==> config.mk <==
export PLATFORM = sky130hd
export DESIGN_NAME = wr_dt_ctrl
export DESIGN_NICKNAME = d
export VERILOG_FILES = /design/src/rtl/wr_dt_ctrl.sv
export SDC_FILE = /design/constraint.sdc
export NUM_CORES = 1
export LEC_CHECK = 0
export BUFFER_PORTS_ARGS = -buffer_cell sky130_fd_sc_hd__buf_2
export CAP_MARGIN = 20
export CORE_MARGIN = 2
export CORE_UTILIZATION = 45
export DETAILED_ROUTE_END_ITERATION = 6
export GPL_TIMING_DRIVEN = 1
export HOLD_SLACK_MARGIN = 0.05
export MAX_ROUTING_LAYER = met4
export PLACE_DENSITY = 0.75
export SYNTH_ARGS = -nofsm -noshare
export SYNTH_HDL_FRONTEND = slang
export SYNTH_SLANG_ARGS = --single-unit
==> constraint.sdc <==
create_clock -name clk -period 5.8 [get_ports clk]
set_input_delay 1.16 -clock clk [delete_from_list [all_inputs] [get_ports clk]]
set_output_delay 1.16 -clock clk [all_outputs]
set_load 0.02 [all_outputs]
==> src/rtl/wr_dt_ctrl.sv <==
// wr_dt_ctrl: store-path controller for SB/SH/SW.
// SW is written directly. SB/SH do a read-modify-write: read the word,
// splice the byte or halfword lane in, then write the word back.
// Misaligned or unsupported stores raise a one-cycle misalign pulse.
// All outputs come straight from flops.
module wr_dt_ctrl #(
    parameter int N = 32
) (
    input  logic         clk,
    input  logic         rst,
    input  logic         memWr,
    input  logic [2:0]   funct,
    input  logic [N-1:0] addr,
    input  logic [N-1:0] dt_in,
    output logic         busy,
    output logic         done,
    output logic         misalign,
    output logic [N-1:0] mem_addr,
    output logic         mem_rd,
    input  logic [N-1:0] mem_rdata,
    output logic         mem_wr,
    output logic [N-1:0] mem_wdata
);

    localparam logic [2:0] F_SB = 3'b000;
    localparam logic [2:0] F_SH = 3'b001;
    localparam logic [2:0] F_SW = 3'b010;

    typedef enum logic [2:0] {
        IDLE,
        RD,
        MRG,
        WR,
        ERR
    } state_t;

    state_t       state;
    logic [1:0]   lane_q;   // byte offset of the store inside the word
    logic         half_q;   // 1: halfword store, 0: byte store
    logic [15:0]  data_q;   // low half of the store data (SB/SH only)

    logic         illegal;
    logic [N-1:0] merged;

    // Decode whether the presented request is unsupported or misaligned
    always_comb begin
        illegal = 1'b0;
        case (funct)
            F_SB:    illegal = 1'b0;
            F_SH:    illegal = addr[0];
            F_SW:    illegal = (addr[1:0] != 2'b00);
            default: illegal = 1'b1;
        endcase
    end

    // Splice the captured byte/halfword into the word returned by memory
    always_comb begin
        merged = mem_rdata;
        if (half_q) begin
            if (lane_q[1]) merged[31:16] = data_q;
            else           merged[15:0]  = data_q;
        end else begin
            case (lane_q)
                2'd0:    merged[7:0]   = data_q[7:0];
                2'd1:    merged[15:8]  = data_q[7:0];
                2'd2:    merged[23:16] = data_q[7:0];
                default: merged[31:24] = data_q[7:0];
            endcase
        end
    end

    // Control FSM; every output is registered alongside the next state
    always_ff @(posedge clk or posedge rst) begin
        if (rst) begin
            state     <= IDLE;
            lane_q    <= '0;
            half_q    <= 1'b0;
            data_q    <= '0;
            busy      <= 1'b0;
            done      <= 1'b0;
            misalign  <= 1'b0;
            mem_rd    <= 1'b0;
            mem_wr    <= 1'b0;
            mem_addr  <= '0;
            mem_wdata <= '0;
        end else begin
            // strobes are single-cycle pulses unless re-armed below
            done     <= 1'b0;
            misalign <= 1'b0;
            mem_rd   <= 1'b0;
            mem_wr   <= 1'b0;
            case (state)
                IDLE: begin
                    if (memWr) begin
                        lane_q <= addr[1:0];
                        half_q <= (funct == F_SH);
                        data_q <= dt_in[15:0];
                        busy   <= 1'b1;
                        if (illegal) begin
                            state    <= ERR;
                            misalign <= 1'b1;
                        end else begin
                            mem_addr <= {addr[N-1:2], 2'b00};
                            if (funct == F_SW) begin
                                state     <= WR;
                                mem_wr    <= 1'b1;
                                done      <= 1'b1;
                                mem_wdata <= dt_in;
                            end else begin
                                state  <= RD;
                                mem_rd <= 1'b1;
                            end
                        end
                    end
                end
                RD: begin
                    state <= MRG;
                end
                MRG: begin
                    state     <= WR;
                    mem_wdata <= merged;
                    mem_wr    <= 1'b1;
                    done      <= 1'b1;
                end
                WR: begin
                    state <= IDLE;
                    busy  <= 1'b0;
                end
                ERR: begin
                    state <= IDLE;
                    busy  <= 1'b0;
                end
                default: begin
                    state <= IDLE;
                    busy  <= 1'b0;
                end
            endcase
        end
    end

endmodule

**Word level (Yosys, flattened, before mapping)**

Index checks and enable logic that the tools add are counted.

- Flip-flop bits (word level): 88
- Input bits: 102
- Output and inout bits: 69
- Logic and storage cells: 61

- Eq/ne operators: 9
- Muxes and demuxes: 29
- Bitwise operators: 2
- Reductions and logical operators: 11

Operators with widths:

| operator | number |
|---|---|
| 32-bit 2-to-1 mux | 4 |
| 32-bit one-hot mux with 2 select lines | 1 |
| 16-bit 2-to-1 mux | 2 |
| 8-bit 2-to-1 mux | 4 |
| 1-bit 2-to-1 mux | 11 |
| 3-bit one-hot mux with 3 select lines | 1 |
| 3-bit by 1-bit == test with 1-bit output (second input constant) | 2 |
| 3-bit by 2-bit == test with 1-bit output (second input constant) | 2 |
| 3-bit logical NOT | 2 |
| 3-bit 2-to-1 mux | 2 |
| 2-bit != test (second input constant) | 3 |
| 1-bit one-hot mux with 2 select lines | 2 |
| 2-bit AND reduction | 2 |
| 4-bit AND reduction | 1 |
| 2-bit nonzero test | 2 |
| 1-bit one-hot mux with 3 select lines | 1 |
| 3-bit AND reduction | 1 |
| 3-bit OR reduction | 1 |
| 2-bit by 1-bit == test with 1-bit output (second input constant) | 1 |
| 2-bit == test (second input constant) | 1 |
| 2-bit logical NOT | 1 |
| 2-bit 2-to-1 mux | 1 |
| 1-bit NOT | 2 |
| 2-bit OR reduction | 1 |

**Longest topological paths before layout**

- Word-level depth: 5
- Depth in mapped cells: 7
- Mapped depth without buffers: 4

**Least setup slack after synthesis**

No wires, ideal clock.

- Path kind: input to register
- Start: input funct[1]
- End: register mem_wdata[18]
- Setup time: 0.125 ns
- Arrival time: 2.434 ns
- Required time: 5.675 ns
- Slack: 3.241 ns
- Stages: 5
- Buffers on the path: 1
- Path through: nor3b_1 -> and3_1 -> o21ai_1 -> clkbuf_1 -> mux2_2

- Longest elaborated chain between the ends: 4
- Elaborated cells on any way between the ends: 7
- Classes of those cells: eq/ne: 4; mux: 1; reduce/logical: 2

Ends and longest elaborated chain:

| what | RTL line | source |
|---|---|---|
| start, declared | 12 | `input logic [2:0] funct,` |
| 3-bit by 2-bit == test with 1-bit output (tied with other cells) | 48, 104 |  |
| 1-bit one-hot mux with 3 select lines | 48 | `case (funct)` |
| 2-bit != test (no source line) | n/a |  |
| 4-bit AND reduction (no source line) * | n/a |  |
| end signal, assigned | 108 | `mem_wdata <= dt_in;` |
| end signal, assigned | 121 | `mem_wdata <= merged;` |
| end, declared | 22 | `output logic [N-1:0] mem_wdata` |

Mark *: on every way between the ends. The rest lies on a longest branch, timed or not.
A chain may end at the register's enable or synchronous reset.

**Worst setup path in the final report**

- Start: input memWr
- End: register mem_addr[22]

- Longest elaborated chain between the ends: 1

Ends and longest elaborated chain:

| what | RTL line | source |
|---|---|---|
| start, declared | 11 | `input logic memWr,` |
| 3-bit AND reduction (no source line) | n/a |  |
| end signal, assigned | 103 | `mem_addr <= {addr[N-1:2], 2'b00};` |
| end, declared | 18 | `output logic [N-1:0] mem_addr,` |

Every way passes these cells.

==> summary.md <==
| Metric | Value |
|---|---|
| Status | completed |
| Vias in the first global route | ~3400 |
| Fin cells | 652 |
| Port Buffers | 168 |
| Critical path's slowest cell | or4b_1 |
| CP Data Required Time | about 6100 ps |
| Initial Util | 0.458 |
| CTS Buffer Depth | 2 |
| WS Path Type | input pin to flip-flop |
| TNS Setup | 0 ps |
| Routed Antenna Nets | 0 |
| First-pass GRT wire length | 17600 um |
| DR iter-0 viols | 125 |
| Worst clock skew | 16.1 ps |
| Largest net degree at the start of global routing | 59 |
| Clk sinks | 88 |
| Arr. time, crit path | 3530 ps |
| Vias/cell | 5.47 |
| Synth Area in Simple Gates | 0.0493 |
| Largest family of logic cells by synthesized area | multiplexers |
| Async SR Flop Fraction | 1.00 |
| Kind of end point of the critical path | flip-flop |
| Mux share of post-synthesis cell area | 0.244 |
| Design Area, Final | 5530 um^2 |
| Pins Over Slew Limit | 0 |
| Critical Path Start | memWr |
| Boundary pin count | roughly 170 |
| Synth warnings | 0 |
| CTS buffer count | 9 |
| Die Y | between 100 and 150 um |
| Crit-path cells | buf_2 > or4b_1 > nor2_2 > nand2_2 > mux2_4 |
| Final setup vio count | 0 |
| Post-synth top area share | 0.498 |
| GPL Wtd Cong | a little under 0.8 |
| Hold/Removal Path Class | flip-flop to flip-flop |
| Hold Vio Cnt, Final | 0 |
| Distinct cells, synth | 34 |
| Leading area contributor after synthesis | dfrtp_1 |
| Worst reg2reg setup slack | 2790 ps |
| TritonCTS clock tree | done |
| Startpoint types | input pin |
| Slew HR | 0.261 |
| Post-synth EDFFs | 0 |
| FF+latch count, synth | 88 |
| Row count | 36 |
| Avg Synthesized Cell Area | 12.0 um^2 |
| Adder-cell area share of the yosys netlist | 0 |
| Post-Synthesis Cells | about 370 |
| Layout Nets | 616 |
| CTS H-tree depth | 3 |
| Initial antenna violation count | 0 |
| Slowest stage delay, CP | 910 ps |
| Post-Synth XOR/XNOR Area | 0 |
| Max Cap Viol | 0 |
| Gr ovfl total | 0 |
| Die area | 10600 um^2 |
| Main synth FF type | dfrtp_1 |
| Area contributors post-synth | dfrtp_1 50%, mux2_2 11%, mux2_4 9.9% |
| Wire per inst | 17.8 um |
| Most numerous cell in the Yosys netlist | dfrtp_1 |
| Synthesized cell area | approximately 4400 um^2 |
| Via count | between 3000 and 4000 |
| Crit share post-route | 0.567 |
| Total track usage | 0.221 |
| Post-CTS Resized | 0 |
| Placed cell areas | 5280 um^2 |
| # DRC | 0 |
| Layout cells sized above 1 | 0.509 |
| Clock Root Buffer | clkbuf_8 |
| Die X-Extent | 103 um |
| HP Start | mem_addr[31]$_DFFE_PP0P_ |
| Fmax | 0.304 GHz |
| Worst-path fanout max | 31 |
| Synth Area in Compound Gates | 0.161 |
| Post-DP HPWL | 8020 um |
| Routed WL | approximately 12000 um |
| Peak VDD IR | 273 uV |
| Area grow syn2layout | 25.1% |
| Clock latency on the worst-skew pair | around 370 ps |
| PD cells | 606 nW/um^2 |
| Actual slew at the worst max-slew pin | 1100 ps |
| Leak pwr | roughly 2.8 nW |
| Clock-pin slew on the worst setup and hold paths | 100 ps |
| Placeable Area | 9640 um^2 |
| Post-CTS Hold Buffers | 0 |
| Postcts setup bufs | 0 |
| Part of the Yosys area used for sequential elements | 0.498 |
| Tmin final | 3290 ps |
| Worst r2r src | state[1]$_DFFE_PP0N_ |
| Drt pass-1 iters | 4 |
| Inst Count DP | 635 |
| N_diodes | 0 |
| RSZ-0062 raised after global routing | false |
| Top cells by instance count after synthesis | 88 x dfrtp_1, 43 x mux2_2, 29 x mux2_4 |
==> power breakdown <==
| group | switching, W | internal (W) | leakage, nW | total, W |
|---|---|---|---|---|
| sequential | 0.000307 | 0.000918 | 1.06 | 0.00122 |
| clock | 0.000239 | 0.000247 | 0.107 | 0.000486 |
| combinational | 0.000856 | 0.000784 | 1.61 | 0.00164 |
| total | 0.00140 | 0.00195 | 2.77 | 0.00335 |
==> worst max-delay path, delay by kind of cell <==
family | cells | cell delay, ps
buf+inv | 1 | 110
mux | 1 | 520
simple gates | 3 | 1730
==> cells in the final DEF (no fill, tap or decap), drive strengths merged, types with 3 or more instances in the layout <==
cell type / instances
a211oi: 16
o21a: 9
inv: 8
a31oi: 17
a21oi: 28
nand2: 3
mux2i: 16
buf: 170
nor2: 21
o21ai: 17
a221o: 16
dfrtp: 88
clkbuf: 9
and3: 9
mux2: 72
==> final cells by class <==
cell class                      instances  area (um^2)
Clock buffer                            9          124
Clock inverter                          7          101
Fill cell                             874         4110
Inverter                                6         23.8
Multi-Input combinational cell        239         2030
Sequential cell                        88         2200
Tap cell                              133          166
Timing Repair Buffer                  170          876
==> per-stage QoR <==
stage           util  power, W  hold WS (ps)  worst slack [ps]
3_3_place_gp   0.547   0.00279           487              2220
4_1_cts        0.571   0.00334           514              2530
6_report       0.573   0.00335           512              2510
5_1_grt        0.573   0.00357           523              2400
2_1_floorplan      -   0.00237           493              2360
3_5_place_dp   0.547   0.00285           490              2130
==> final timing paths <==
kind	endpoint	cells after the start
worst max-delay path	mem_addr[22]$_DFFE_PP0P_	5
worst min-delay path	mem_addr[31]$_DFFE_PP0P_	1
worst max register to register	mem_addr[22]$_DFFE_PP0P_	4
worst min register to register	mem_addr[31]$_DFFE_PP0P_	1
max in group asynchronous	lane_q[1]$_DFFE_PP0P_	3
min in group asynchronous	mem_addr[11]$_DFFE_PP0P_	2
==> routing by layer <==
layer	part of all wire	global-route usage
met1	0.44	0.295
met2	0.50	0.351
met3	0.048	0.0285
met4	0.013	0.0719
met5	0	-
==> registers in the layout (all words and copies together) (netlist names) <==
signal     flops
busy           1
data_q        16
half_q         1
lane_q         2
mem_addr      30
mem_rd         1
mem_wdata     32
mem_wr         1
misalign       1
state          3
==> logic make-up after synthesis <==
kind of cell / count (synthesis)
compound gates: 107
mux: 88
flops: 88
simple gates: 42
buf+inv: 42
other cells: 1
Note: power is estimated with default switching activity, not from simulation.
